===== src/rtl/logic_reduce_unit.sv =====
// logic_reduce_unit: folds a frame of WIDTH-bit beats into one AND/OR/XOR (or inverted) result bit.
// Latency 1 cycle after the final beat; in_ready drops while a result waits for out_ready.
// Optional per-bit masking via in_mask when LOGIC_REDUCE_MASK_EN is defined.
module logic_reduce_unit #(
  parameter int WIDTH     = 4,
  parameter int MAX_BEATS = 8,
  localparam int CNT_W    = $clog2(MAX_BEATS + 1)
) (
  input  logic             clk,
  input  logic             rst,
  input  logic [2:0]       mode,
  input  logic             in_valid,
  output logic             in_ready,
  input  logic [WIDTH-1:0] in_data,
`ifdef LOGIC_REDUCE_MASK_EN
  input  logic [WIDTH-1:0] in_mask,
`endif
  input  logic             in_last,
  output logic             out_valid,
  input  logic             out_ready,
  output logic             out_y,
  output logic [CNT_W-1:0] out_count,
  output logic             out_err
);

  typedef enum logic [1:0] {IDLE, ACCUM, DONE} state_t;

  localparam logic [1:0] OP_AND = 2'd0;
  localparam logic [1:0] OP_OR  = 2'd1;
  localparam logic [1:0] OP_XOR = 2'd2;

  state_t           state;
  logic [2:0]       frame_mode;
  logic             acc;
  logic [CNT_W-1:0] count;

  logic [2:0]       eff_mode;
  logic [1:0]       op;
  logic             inv;
  logic [WIDTH-1:0] beat_dat;
  logic             beat_red;
  logic             acc_next;
  logic [CNT_W-1:0] count_next;
  logic             at_max;
  logic             accept;

  assign in_ready = (state != DONE);
  assign accept   = in_valid && in_ready;
  // The first beat of a frame decodes the live mode; later beats use the latched copy.
  assign eff_mode = (state == IDLE) ? mode : frame_mode;

  always_comb begin
    op  = OP_AND;
    inv = 1'b0;
    case (eff_mode)
      3'd1:    op = OP_OR;
      3'd2:    op = OP_XOR;
      3'd3:    inv = 1'b1;
      3'd4:    begin op = OP_OR;  inv = 1'b1; end
      3'd5:    begin op = OP_XOR; inv = 1'b1; end
      default: op = OP_AND;
    endcase
  end

  always_comb begin
    beat_dat = in_data;
`ifdef LOGIC_REDUCE_MASK_EN
    // Masked bits become the identity of the base op so they cannot affect the result.
    beat_dat = (op == OP_AND) ? (in_data | in_mask) : (in_data & ~in_mask);
`endif
    case (op)
      OP_OR:   beat_red = |beat_dat;
      OP_XOR:  beat_red = ^beat_dat;
      default: beat_red = &beat_dat;
    endcase

    if (state == IDLE) begin
      acc_next = beat_red;
    end else begin
      case (op)
        OP_OR:   acc_next = acc | beat_red;
        OP_XOR:  acc_next = acc ^ beat_red;
        default: acc_next = acc & beat_red;
      endcase
    end

    count_next = (state == IDLE) ? CNT_W'(1) : count + CNT_W'(1);
    at_max     = (count_next == CNT_W'(MAX_BEATS));
  end

  always_ff @(posedge clk or posedge rst) begin
    if (rst) begin
      state      <= IDLE;
      frame_mode <= 3'd0;
      acc        <= 1'b0;
      count      <= '0;
      out_valid  <= 1'b0;
      out_y      <= 1'b0;
      out_count  <= '0;
      out_err    <= 1'b0;
    end else begin
      case (state)
        IDLE, ACCUM: begin
          if (accept) begin
            if (state == IDLE) frame_mode <= mode;
            acc   <= acc_next;
            count <= count_next;
            if (in_last || at_max) begin
              state     <= DONE;
              out_valid <= 1'b1;
              out_y     <= acc_next ^ inv;
              out_count <= count_next;
              out_err   <= !in_last;
            end else begin
              state <= ACCUM;
            end
          end
        end
        DONE: begin
          if (out_ready) begin
            state     <= IDLE;
            out_valid <= 1'b0;
          end
        end
        default: state <= IDLE;
      endcase
    end
  end

endmodule

===== config.mk =====
export PLATFORM = sky130hd
export DESIGN_NAME = logic_reduce_unit
export DESIGN_NICKNAME = d
export VERILOG_FILES = /design/src/rtl/logic_reduce_unit.sv
export SDC_FILE = /design/constraint.sdc
export NUM_CORES = 1
export LEC_CHECK = 0
export ABC_CLOCK_PERIOD_IN_PS = 6250
export CAP_MARGIN = 20
export CORE_MARGIN = 4
export CORE_UTILIZATION = 40
export CTS_BUF_LIST = sky130_fd_sc_hd__clkbuf_8
export DETAILED_ROUTE_END_ITERATION = 8
export HOLD_SLACK_MARGIN = 0.02
export PLACE_DENSITY_LB_ADDON = 0.1
export SLEW_MARGIN = 15
export SYNTH_ARGS = -nofsm -noshare
export SYNTH_HDL_FRONTEND = slang
export SYNTH_SLANG_ARGS = --single-unit

===== constraint.sdc =====
create_clock -name clk -period 6.25 [get_ports clk]
set_input_delay 0.625 -clock clk [delete_from_list [all_inputs] [get_ports clk]]
set_output_delay 0.625 -clock clk [all_outputs]
set_load 0.005 [all_outputs]

==> metrics.md <==
| Metric | Value |
|---|---|
| Status | complete, no violations |
| Root Buffer Master | clkbuf_8 |
| First-pass GRT wire length | 3.401 mm |
| Share of cells above drive strength 1 | 6.870% |
| Combinational share of power | 42.4% |
| Die height | 59.17 um |
| Total track usage | 12.76% |
| Initial Util | 42.27% |
| Total CTS buffers | 3 |
| RSZ-0062 raised after global routing | no |
| Hold Crit Class | reg2reg |
| I/O pin cnt | 20 |
| Post-synthesis area per instance | 9.435 um2 |
| EDFF count, synth | 0 |
| Routed Antenna Nets | 0 |
| Net Switching | 141.7 uW |
| Total clock sinks | 17 |
| IO buf count | 19 |
| Share of the synthesized area in the top cell type | 40.62% |
| Total Wirelength | 1.993 mm |
| Mapped Cells | 111 |
| Final Hold Fails | 0 |
| Drt first pass iters | 4 |
| Clk_skew | 3.234 ps |
| Core box area | 2477 um2 |
| Sequential area share after synthesis | 40.62% |
| Minimum clock period | 3407 ps |
| Via count | 827 |
| Power per cell area | 322.5 nW/um2 |
| DRC Markers | 0 |
| Worst-Margin Slew | 621.1 ps |
| Vias per cell | 5.137 |
| Yosys reg bits | 17 |
| Slew Limit Fails | 0 |
| Area Growth Syn to Fin | 24.25% |
| CP arrival | 3580 ps |
| CTS Hold Bufs | 0 |
| Area after DPL | 1256 um2 |
| CP startpoint kind | register |
| FFs w/ async S/R, synth | 100.0% |
| Largest net degree at the start of global routing | 18 |
| Most common cell after layout, fill and taps aside | clkdlybuf4s50_1 |
| Post_cts resized | 0 |
| Slew HR | 58.55% |
| P_int | 278.0 uW |
| Leakage power | 0.5993 nW |
| Cell taking the most area after synthesis | dfrtp_1 |
| Clock Path Buffers | 2 |
| Die Area | 3501 um2 |
| CTS tree | done |
| Critical Path End Type | register |
| Clock slew at reported path FFs | 60 ps |
| Sw Share | 33.77% |
| Post-Synthesis Cell Area | 1047 um2 |
| Final Instance Area | 1301 um2 |
| Max-cap violations | 0 |
| Share of the cycle needed by the critical path after routing | 54.51% |
| Htree depth | 1 |
| Most frequent cells in the layout | clkdlybuf4s50_1 (19), dfrtp_1 (17), nand2_1 (14) |
| Synthesis warning total | 0 |
| Sequential share of power | 38.8% |
| Fmax | 0.2935 GHz |
| Die width | 59.17 um |
| Crit path max fanout | 9 |
| Post-DP HPWL | 1.579 mm |
| Ys flop type | dfrtp_1 |
| Drt wl/cell | 12.38 um |
| R2R Setup Slk | 2840 ps |
| Final setup fails | 0 |
| # fillers | 250 |
| Synth unique cells | 34 |
| Vias in the first global route | 812 |
| Min Hold Slack | 483.1 ps |
| Initial antenna violation count | 0 |
| Post-CTS setup buffers | 0 |
| Remaining Overflow, GRT | 0 |
| Worst Path Class, Setup | reg2reg |
| Clock Latency Late Sink | 250 ps |
| Setup tns final | 0 ps |
| Worst vdd rail ir drop | 0.2051 mV |
| Worst EP required | 6420 ps |
| Routability cong. | 0.7173 |
| Rows | 18 |
| Final nets | 153 |
| Inserted Diodes | 0 |
| Syn Nets | 132 |
| Drt initial violations | 19 |
| Clock network power share | 18.8% |
| Synth top area cells | dfrtp_1 (41%), ha_1 (11%), o21ai_0 (5.3%), nand2_1 (5.0%), inv_1 (3.9%) |
## through the flow
step / instances / setup WS, ps / util, % / power (mW)
detailed placement: 157 / 2624 / 50.71 / 0.3441
global placement: 157 / 2725 / 50.71 / 0.3368
finish: 161 / 2843 / 52.53 / 0.4197
CTS: 161 / 2840 / 52.53 / 0.4232
floorplan: 111 / 3176 / - / 0.2813
global route: 161 / 2557 / 52.53 / 0.4553
## path summary, 6_finish.rpt
kind / from / end / cells after the start
max: state[0]$_DFFE_PP0P_ / out_y$_DFFE_PP0P_ / 13
max reg2reg: state[0]$_DFFE_PP0P_ / out_y$_DFFE_PP0P_ / 13
min: out_valid$_DFFE_PP0P_ / out_valid$_DFFE_PP0P_ / 1
max in group asynchronous: rst / state[1]$_DFFE_PP0P_ / 2
min reg2reg: out_valid$_DFFE_PP0P_ / out_valid$_DFFE_PP0P_ / 1
min in group asynchronous: rst / count[3]$_DFFE_PP0P_ / 2
## critical path, stage by stage, from the launching register on
cell	delay (ps)
dfrtp_1	490
nor2_4	250
mux2i_1	340
or2b_1	300
o22ai_1	200
ha_1	300
nand3b_1	190
nand3_1	120
inv_1	50
ha_1	270
a221oi_1	310
nor3_1	110
a211o_1	240
a31oi_1	150
## sequential cells by signal, indices dropped and copies added (netlist names)
name / flops
frame_mode: 3
count: 4
out_valid: 1
acc: 1
out_y: 1
out_count: 4
state: 2
out_err: 1
## final cells by class
class                           instances  area, um2  share of cell area (%)
Inverter                               11      41.29                   3.173
Clock buffer                            3      41.29                   3.173
Multi-Input combinational cell         80      561.8                   43.17
Tap cell                               30      37.54                   2.885
Sequential cell                        17      425.4                   32.69
Timing Repair Buffer                   19      190.2                   14.62
Clock inverter                          1      3.754                  0.2885
## cells in the mapped netlist, types with 2 or more instances
master / number
nand3b_1: 3
o21a_1: 2
dfrtp_1: 17
clkbuf_1: 2
o22ai_1: 2
or2b_1: 2
inv_1: 11
o21ai_0: 11
nand3_1: 6
ha_1: 9
mux2i_2: 2
nand2_1: 14
nor3_1: 2
a31oi_1: 3
xor2_1: 3
nand4_1: 2
nor2_1: 2
mux2i_1: 2
## power groups by stage
| stage | sequential, mW | clock [mW] | combinational (mW) |
|---|---|---|---|
| 2_1_floorplan | 0.160 | 0 | 0.122 |
| 3_3_place_gp | 0.164 | 0 | 0.173 |
| 3_5_place_dp | 0.165 | 0 | 0.179 |
| 4_1_cts | 0.163 | 0.0806 | 0.180 |
| 5_1_grt | 0.168 | 0.0863 | 0.201 |
| 6_report | 0.163 | 0.0788 | 0.178 |
## cell families after synthesis
| family | Yosys count | synth area share [%] |
|---|---|---|
| multiplexers | 5 | 5.616 |
| flip-flops | 17 | 40.62 |
| adder cells (fa/ha/maj) | 9 | 10.75 |
| XOR/XNOR | 4 | 3.346 |
| buffers and inverters | 14 | 5.735 |
| AO/OA/AOI/OAI | 25 | 15.05 |
| AND/OR/NAND/NOR | 37 | 18.88 |
## layer usage
layer | global-route usage [%] | share of wire [%] | vias up
li1 | - | - | 424
met1 | 15.60 | 45 | 377
met2 | 22.40 | 48 | 24
met3 | 1.961 | 5.5 | 2
met4 | 4.854 | 1.2 | 0
met5 | 0 | 0 | -
(Power assumes the default switching activity.)
